===== src/rtl/time_sched_pkg.sv =====
// Shared types and constants for the time window scheduler.
package time_sched_pkg;

   localparam int unsigned CHAN_W  = 5;   // wide enough to index up to 32 channels
   localparam int unsigned LATE_CW = 16;

   typedef struct packed {
      logic [63:0]       ev_time;
      logic [CHAN_W-1:0] chan;
      logic              set;
   } sched_event_t;

   typedef enum logic {ST_IDLE, ST_ARMED} sched_state_e;

endpackage


===== src/rtl/time_sched_fifo.sv =====
// Single-clock event FIFO with synchronous reset and clear; read data is the current head.
module time_sched_fifo #(
   parameter  int unsigned Width = 8,
   parameter  int unsigned Depth = 16,
   localparam int unsigned AW    = $clog2(Depth),
   localparam int unsigned CntW  = $clog2(Depth + 1)
) (
   input  logic             clk,
   input  logic             rst,
   input  logic             clear,
   input  logic             push,
   input  logic             pop,
   input  logic [Width-1:0] wdata,
   output logic [Width-1:0] rdata,
   output logic             full,
   output logic             empty,
   output logic [CntW-1:0]  count
);

   logic [Width-1:0] mem_q [Depth];
   logic [AW-1:0]    wr_ptr_q, wr_ptr_d, rd_ptr_q, rd_ptr_d;
   logic [CntW-1:0]  count_q, count_d;
   logic             do_push, do_pop;

   assign full    = (count_q == CntW'(Depth));
   assign empty   = (count_q == '0);
   assign do_pop  = pop && !empty;
   assign do_push = push && (!full || do_pop);
   assign rdata   = mem_q[rd_ptr_q];
   assign count   = count_q;

   always_comb begin
      wr_ptr_d = wr_ptr_q;
      rd_ptr_d = rd_ptr_q;
      count_d  = count_q;
      if (clear) begin
         wr_ptr_d = '0;
         rd_ptr_d = '0;
         count_d  = '0;
      end else begin
         if (do_push) wr_ptr_d = wr_ptr_q + 1'b1;
         if (do_pop)  rd_ptr_d = rd_ptr_q + 1'b1;
         count_d = count_q + CntW'(do_push) - CntW'(do_pop);
      end
   end

   always_ff @(posedge clk) begin
      if (rst) begin
         wr_ptr_q <= '0;
         rd_ptr_q <= '0;
         count_q  <= '0;
      end else begin
         wr_ptr_q <= wr_ptr_d;
         rd_ptr_q <= rd_ptr_d;
         count_q  <= count_d;
      end
   end

   always_ff @(posedge clk) begin
      if (do_push) mem_q[wr_ptr_q] <= wdata;
   end

endmodule


===== src/rtl/time_window_scheduler.sv =====
// Timestamp-driven channel enable sequencer fed by a FIFO of set/clear events.
// Optional build macro TIME_SCHED_LATE_DROP_EN drops late events and exposes late_count.
module time_window_scheduler
   import time_sched_pkg::*;
#(
   parameter  int unsigned NUM_CH = 4,
   parameter  int unsigned DEPTH  = 16,
   localparam int unsigned CHW    = (NUM_CH > 1) ? $clog2(NUM_CH) : 1,
   localparam int unsigned CW     = $clog2(DEPTH + 2)
) (
   input  logic              clk,
   input  logic              rst,
   input  logic [63:0]       current_time,
   input  logic              time_running,
   input  logic              ev_valid,
   output logic              ev_ready,
   input  logic [63:0]       ev_time,
   input  logic [CHW-1:0]    ev_chan,
   input  logic              ev_set,
   input  logic              flush,
   output logic [NUM_CH-1:0] ch_enable,
   output logic              fire_pulse,
   output logic              busy,
   output logic [CW-1:0]     pending
`ifdef TIME_SCHED_LATE_DROP_EN
   ,
   output logic [LATE_CW-1:0] late_count
`endif
);

   localparam int unsigned FifoCntW = $clog2(DEPTH + 1);

   sched_state_e         state_q, state_d;
   sched_event_t         head_q, head_d;
   sched_event_t         wr_event, fifo_head;
   logic [NUM_CH-1:0]    ch_en_q, ch_en_d;
   logic                 fire_q, fire_d;
   logic                 fifo_pop, fifo_push, fifo_full, fifo_empty;
   logic [$bits(sched_event_t)-1:0] fifo_rdata;
   logic [FifoCntW-1:0]  fifo_count;

`ifdef TIME_SCHED_LATE_DROP_EN
   logic                 head_late_q, head_late_d;
   logic [LATE_CW-1:0]   late_cnt_q, late_cnt_d;
   assign late_count = late_cnt_q;
`endif

   assign ev_ready  = !fifo_full && !flush && !rst;
   assign fifo_push = ev_valid && ev_ready;
   assign fifo_head = sched_event_t'(fifo_rdata);

   always_comb begin
      wr_event.ev_time = ev_time;
      wr_event.chan    = CHAN_W'(ev_chan);
      wr_event.set     = ev_set;
   end

   time_sched_fifo #(
      .Width ($bits(sched_event_t)),
      .Depth (DEPTH)
   ) u_fifo (
      .clk   (clk),
      .rst   (rst),
      .clear (flush),
      .push  (fifo_push),
      .pop   (fifo_pop),
      .wdata (wr_event),
      .rdata (fifo_rdata),
      .full  (fifo_full),
      .empty (fifo_empty),
      .count (fifo_count)
   );

   always_comb begin
      state_d  = state_q;
      head_d   = head_q;
      ch_en_d  = ch_en_q;
      fire_d   = 1'b0;
      fifo_pop = 1'b0;
`ifdef TIME_SCHED_LATE_DROP_EN
      head_late_d = head_late_q;
      late_cnt_d  = late_cnt_q;
`endif
      if (flush) begin
         state_d = ST_IDLE;
         ch_en_d = '0;
      end else begin
         unique case (state_q)
            ST_IDLE: begin
               if (!fifo_empty) begin
                  fifo_pop = 1'b1;
                  head_d   = fifo_head;
                  state_d  = ST_ARMED;
`ifdef TIME_SCHED_LATE_DROP_EN
                  head_late_d = time_running && (current_time > fifo_head.ev_time);
`endif
               end
            end
            ST_ARMED: begin
`ifdef TIME_SCHED_LATE_DROP_EN
               if (head_late_q) begin
                  state_d = ST_IDLE;
                  if (late_cnt_q != '1) late_cnt_d = late_cnt_q + 1'b1;
               end else
`endif
               if (time_running && (current_time >= head_q.ev_time)) begin
                  state_d = ST_IDLE;
                  fire_d  = 1'b1;
                  // Out-of-range channels match nothing but still pulse.
                  for (int unsigned i = 0; i < NUM_CH; i++) begin
                     if (head_q.chan == CHAN_W'(i)) ch_en_d[i] = head_q.set;
                  end
               end
            end
            default: state_d = ST_IDLE;
         endcase
      end
   end

   always_ff @(posedge clk) begin
      if (rst) begin
         state_q <= ST_IDLE;
         head_q  <= '0;
         ch_en_q <= '0;
         fire_q  <= 1'b0;
      end else begin
         state_q <= state_d;
         head_q  <= head_d;
         ch_en_q <= ch_en_d;
         fire_q  <= fire_d;
      end
   end

`ifdef TIME_SCHED_LATE_DROP_EN
   always_ff @(posedge clk) begin
      if (rst) begin
         head_late_q <= 1'b0;
         late_cnt_q  <= '0;
      end else begin
         head_late_q <= head_late_d;
         late_cnt_q  <= late_cnt_d;
      end
   end
`endif

   assign ch_enable  = ch_en_q;
   assign fire_pulse = fire_q;
   assign busy       = (state_q != ST_IDLE) || !fifo_empty;
   assign pending    = CW'(fifo_count) + CW'(state_q == ST_ARMED);

endmodule


===== config.mk =====
export PLATFORM = sky130hd
export DESIGN_NAME = time_window_scheduler
export DESIGN_NICKNAME = d
export VERILOG_FILES = /design/src/rtl/time_sched_pkg.sv /design/src/rtl/time_sched_fifo.sv /design/src/rtl/time_window_scheduler.sv
export SDC_FILE = /design/constraint.sdc
export NUM_CORES = 1
export LEC_CHECK = 0
export BUFFER_PORTS_ARGS = -buffer_cell sky130_fd_sc_hd__buf_2
export CAP_MARGIN = 40
export CORE_MARGIN = 2
export CORE_UTILIZATION = 60
export DETAILED_ROUTE_END_ITERATION = 7
export HOLD_SLACK_MARGIN = 0.1
export PLACE_DENSITY_LB_ADDON = 0.3
export SETUP_SLACK_MARGIN = 0.02
export SLEW_MARGIN = 20
export SYNTH_ARGS = -nofsm -noshare
export SYNTH_HDL_FRONTEND = slang
export SYNTH_SLANG_ARGS = --single-unit

===== constraint.sdc =====
create_clock -name clk -period 8.65 [get_ports clk]
set_input_delay 1.73 -clock clk [delete_from_list [all_inputs] [get_ports clk]]
set_output_delay 1.73 -clock clk [all_outputs]
set_load 0.05 [all_outputs]

==> impl_metrics.py, run 1 <==
metrics = {
    "timing": {
        "skew_ns": 0.0250,
        "rsz0062_at_grt": "false",
        "setup_viol": 0,
        "timing.final.crit_period_ns": 4.86,
        "max_freq_mhz": 206,
        "slew_violations": 0,
        "fin_crit_sh_pct": 56.1,
        "setup_tns_ns": 0,
        "tightest_slew_ns": 1.08,
        "slew_headroom_pct": 27.8,
        "finalHoldViolations": 0,
    },
    "global_routing": {
        "grt_pass1_vias": 23202,
        "antenna_found_initial": 10,
        "track_usage_pct": 27.7,
        "grt_max_degree": 159,
        "overflow": 0,
        "grt_pass1_wl_um": 154000,
    },
    "worst_setup_path": {
        "crit_buf_inv": 3,
        "crit_slowest_cell": "or2_1",
        "ff2ff_setup_slack_ns": 5.09,
        "r2r_start": "u_fifo.count[2]",
        "ff2ff_path_depth": 8,
        "crit_type": "in2out",
        "cp_num_cells": 5,
        "required_ns": 6.92,
        "crit_path_frequent_cell": "buf_2",
        "path_delay_family": "buffers and inverters",
        "cp-startpoint": "rst",
        "worstPathCellList": "buf_2 > buf_4 > or2_1 > a41oi_1 > buf_2",
        "r2r-end": "u_fifo.mem_q[8][58]",
        "crit_arrival_ns": 3.13,
        "endpoint": "ev_ready",
        "critPathMaxStageDelay_ns": 0.44,
        "start_kind": "input pin",
        "critPathCaptureType": "output pin",
        "cp_max_fo": 30,
    },
    "clock_network": {
        "post_cts_buffers": 0,
        "clk_pin_slew_worst_paths_ns": 0.06,
        "cts_buffers": 108,
        "h-tree-depth": 3,
        "clockRootBuffer": "clkbuf_16",
        "cts_sinks": 1158,
        "clockBufferDepth": 3,
        "holdBufCountCts": 0,
        "cts_tree": "done",
        "ctsResizeCount": 0,
        "clk_latency_ns": 0.68,
    },
    "layout": {
        "drive_above_1_share_pct": 29.0,
        "mostFrequentLayoutCells": "edfxtp_1 (1,072), mux4_2 (335), nand2_1 (162)",
        "final_common_cell": "edfxtp_1",
        "area_delta_synth_final_pct": 12.6,
        "fin_area_um2": 50900,
        "postLayoutCoreUtil_pct": 68.3,
        "nets": 2563,
        "fin_cells": 3411,
    },
    "outcome": {
        "status": "completed",
    },
    "synthesis": {
        "yosys.area_share.adder_pct": 2.23,
        "yosysWarnings": 0,
        "synthFlopType": "edfxtp_1",
        "synth_edf_count": 1072,
        "synth_fp_nets": 2353,
        "synth.distinct_cells": 41,
        "netlist_instances": 2137,
        "ys_seq_area_share_pct": 75.0,
        "synth_area_per_cell_um2": 21.2,
        "muxShareOfSynthArea_pct": 16.8,
        "synth_xor_xnor_area_share_pct": 0.232,
        "synth_compound_area_share_pct": 1.63,
        "synth-simple-area-share_pct": 2.24,
        "synth_top_family_by_area": "multiplexers",
        "ys_async_sr_fraction_pct": 0,
        "synth_area_um2": 45200,
        "ys_seq_elements": 1158,
    },
    "die": {
        "pin_count": 148,
        "core_area_um2": 74600,
        "rows": 100,
        "die_x_um": 279,
        "die_y_um": 279,
        "die_area_um2": 77600,
        "initial_core_util_pct": 60.6,
    },
    "routing": {
        "drt_iter0_drc": 2814,
        "wl_per_cell_um": 31.5,
        "ant_nets": 0,
        "wirelength_um": 108000,
        "drt_pass1_iterations": 5,
        "vias": 22576,
        "vias_per_cell": 6.62,
        "remaining_drc_errors": 0,
    },
    "power_and_ir_drop": {
        "p_leak_nw": 15.9,
        "peakVddDrop_mv": 0.293,
        "powerDensity_nw_per_um2": 257,
    },
    "job": {
        "maxCapViolations": 0,
    },
    "placed_design": {
        "dp_hpwl_um": 55800,
        "post_dp_cell_area_um2": 47400,
        "dp_cells": 3199,
        "port_buffers": 147,
        "place_congestion": 0.795,
    },
    "min_path": {
        "hp-class": "reg2reg",
    },
}
## worst register-to-register path: stages (launching register included)
cell and delay, ns:
dfxtp_1 0.44, inv_1 0.10, ha_1 0.23, a41oi_1 0.23, and2_1 0.38, nand2_1 0.33
nor2_4 0.67, buf_16 0.25, buf_4 0.51
## through the flow
| step | setup WS [ns] | total power, mW | hold slack, ns |
|---|---|---|---|
| 2_1_floorplan | 0.0289 | 8.01 | 0.436 |
| 3_3_place_gp | 3.17 | 8.48 | 0.445 |
| 3_5_place_dp | 3.34 | 8.59 | 0.447 |
| 4_1_cts | 3.82 | 13.1 | 0.456 |
| 5_1_grt | 3.75 | 13.5 | 0.477 |
| 6_report | 3.79 | 13.1 | 0.454 |
## report_power, final
| part | internal [mW] | total [mW] | switching (mW) | leakage, nW |
|---|---|---|---|---|
| clock network | 2.54 | 4.56 | 2.01 | 1.66 |
| logic | 0.993 | 2.21 | 1.22 | 3.87 |
| registers | 6.24 | 6.32 | 0.0869 | 10.3 |
## per-layer routing
layer / share of wire (%) / GRT usage (%)
met2: 51 / 45.0
met4: 2.2 / 7.95
met3: 9.3 / 4.94
met5: 0.083 / 0
met1: 38 / 39.3
## kinds of logic (layout without fill, tap and decap cells)
logic type	count (synthesis)	after routing
AO/OA/AOI/OAI	135	135
multiplexers	339	339
flip-flops	1158	1158
XOR/XNOR	12	12
adder cells (fa/ha/maj)	80	80
AND/OR/NAND/NOR	237	237
other	0	3
buffers and inverters	176	478
## state kept, by name (all words and copies together), names as in the netlist
signal           count
head_q              67
u_fifo.count         5
ch_enable            4
u_fifo.rd_ptr_q      4
state_q              1
fire_pulse           1
u_fifo.wr_ptr_q      4
u_fifo.mem_q      1072
## synthesized netlist by cell type (7+ instances only)
library cell | instances | share of area, %
clkbuf_1 | 45 | 0.37
mux4_2 | 335 | 17
a21oi_1 | 101 | 1.1
o21ai_0 | 10 | 0.11
buf_1 | 7 | 0.058
nand2_1 | 162 | 1.3
ha_1 | 79 | 2.2
inv_1 | 72 | 0.60
buf_6 | 22 | 0.55
nor2_1 | 29 | 0.24
dfxtp_1 | 86 | 3.8
a21o_1 | 9 | 0.15
buf_2 | 28 | 0.31
nand4_1 | 15 | 0.21
edfxtp_1 | 1072 | 71
## worst min path at each step
stage / startpoint / to / slack (ns) / cells after the start
after floorplan: head_q[10] / head_q[10] / 0.44 / 2
after global placement: ch_enable[2] / ch_enable[2] / 0.45 / 2
after detailed placement: ch_enable[1] / ch_enable[1] / 0.45 / 2
after CTS: head_q[39] / head_q[39] / 0.46 / 2
after global routing: head_q[36] / head_q[36] / 0.48 / 2
final: head_q[27] / head_q[27] / 0.45 / 2
## final cells by class
type                            instances  area, um^2
Inverter                               73         274
Multi-Input combinational cell        803       10600
Fill cell                            4424       23600
Clock inverter                         48         329
Timing Repair Buffer                  203        1560
Sequential cell                      1158       33900
Antenna cell                            3        7.51
Tap cell                              969        1210
Clock buffer                          154        3050
Power figures use the tool's default switching activity.
==> inputs of run 2 (changes only) <==
CORE_UTILIZATION = 56   (was 60)
clock period = 4.1 ns   (was 8.65 ns; I/O delays follow)
==> impl_metrics.py, run 2 (same netlist as run 1, synthesis figures left out) <==
metrics = {
    "global_routing": {
        "track_usage_pct": 25.4,
        "grt_pass1_vias": 23063,
        "grt_pass1_wl_um": 152000,
        "antenna_found_initial": 11,
        "overflow": 0,
        "grt_max_degree": 87,
    },
    "timing": {
        "finalHoldViolations": 0,
        "fin_crit_sh_pct": 79.9,
        "timing.final.crit_period_ns": 3.28,
        "timing.hold.ws_ns": 0.452,
        "tightest_slew_ns": 0.732,
        "skew_ns": 0.0155,
        "slew_headroom_pct": 51.2,
        "rsz0062_at_grt": "false",
        "slew_violations": 0,
        "setup_viol": 0,
        "max_freq_mhz": 305,
    },
    "clock_network": {
        "cts_sinks": 1158,
        "cts_tree": "done",
        "clockBufferDepth": 3,
        "post_cts_buffers": 0,
        "holdBufCountCts": 0,
        "clk_pin_slew_worst_paths_ns": 0.06,
        "clk_latency_ns": 0.67,
        "cts_buffers": 108,
        "clockRootBuffer": "clkbuf_16",
        "h-tree-depth": 3,
        "ctsResizeCount": 0,
    },
    "layout": {
        "nets": 2567,
        "postLayoutCoreUtil_pct": 64.2,
        "area_delta_synth_final_pct": 13.9,
        "fillers": 5080,
        "drive_above_1_share_pct": 30.2,
        "mostFrequentLayoutCells": "edfxtp_1 (1,072), mux4_2 (335), nand2_1 (158)",
        "final_common_cell": "edfxtp_1",
        "fin_area_um2": 51500,
        "seq_area_um2": 33900,
        "largest_register_ffs": 1072,
        "largest_register": "u_fifo.mem_q",
        "multi_input_area_um2": 10700,
        "fin_cells": 3509,
    },
    "power_and_ir_drop": {
        "p_leak_nw": 16.1,
        "powerDensity_nw_per_um2": 550,
        "peakVddDrop_mv": 0.582,
        "p_total_mw": 28.3,
    },
    "die": {
        "core_area_um2": 80300,
        "die_area_um2": 83100,
        "die_y_um": 288,
        "rows": 104,
        "pin_count": 148,
        "initial_core_util_pct": 56.3,
        "die_x_um": 288,
    },
    "routing": {
        "drt_iter0_drc": 2842,
        "vias": 22129,
        "ant_nets": 0,
        "drt_pass1_iterations": 5,
        "wl_per_cell_um": 29.5,
        "remaining_drc_errors": 0,
        "vias_per_cell": 6.31,
        "wirelength_um": 104000,
    },
    "worst_setup_path": {
        "crit_type": "reg2reg",
        "ff2ff_path_depth": 13,
        "critPathCaptureType": "flip-flop",
        "start_kind": "flip-flop",
        "crit_arrival_ns": 3.87,
        "required_ns": 4.69,
        "cp_max_fo": 4,
    },
    "placed_design": {
        "port_buffers": 147,
        "place_congestion": 0.812,
        "dp_hpwl_um": 54900,
        "dp_cells": 3301,
        "post_dp_cell_area_um2": 47700,
    },
    "job": {
        "maxCapViolations": 0,
    },
    "min_path": {
        "min_delay_path_depth": 2,
        "hp-class": "reg2reg",
    },
    "outcome": {
        "status": "completed",
    },
}
[run 2: final cells by class]
class | instances | share of cell area [%]
Antenna cell | 4 | 0.0194
Clock buffer | 147 | 5.95
Clock inverter | 57 | 1.33
Inverter | 73 | 0.532
Multi-Input combinational cell | 803 | 20.7
Sequential cell | 1158 | 65.9
Tap cell | 1060 | 2.58
Timing Repair Buffer | 207 | 3.04
[run 2: worst paths after layout]
check,startpoint,endpoint,slack [ns]
max,u_fifo.count[3],u_fifo.count[4],0.82
min,head_q[27],head_q[27],0.45
max reg2reg,u_fifo.count[3],u_fifo.count[4],0.82
min reg2reg,head_q[27],head_q[27],0.45
[run 2: stage by stage]
step | setup TNS [ns] | setup WS [ns]
global placement | 0 | 0.665
finish | 0 | 0.824
CTS | 0 | 0.831
floorplan | -16.26 | -0.0649
detailed placement | 0 | 0.623
global route | 0 | 0.618
[run 2: where the power goes]
part / internal [mW] / switching (mW) / leakage, nW
clock network: 6.23 / 4.24 / 1.84
registers: 13.2 / 0.226 / 10.3
logic: 2.06 / 2.42 / 3.87
[run 2: worst max-delay path, cell delays in order, from the launching register on]
cell and delay [ns]:
dfxtp_1 0.36, inv_1 0.10, ha_1 0.21, nor4b_1 0.53, or3_2 0.24, inv_2 0.05, ha_1 0.27, inv_1 0.04
ha_1 0.20, fa_1 0.42, a21oi_1 0.21, nor2_1 0.08, or3_1 0.35, a21oi_1 0.14
[run 2: per-layer routing]
layer	up-vias	global-route usage [%]	wire [um]
met3	135	4.36	7730
met1	11850	35.9	41600
met4	12	6.88	2050
li1	9197	-	-
met5	-	0	77
met2	935	41.7	52100
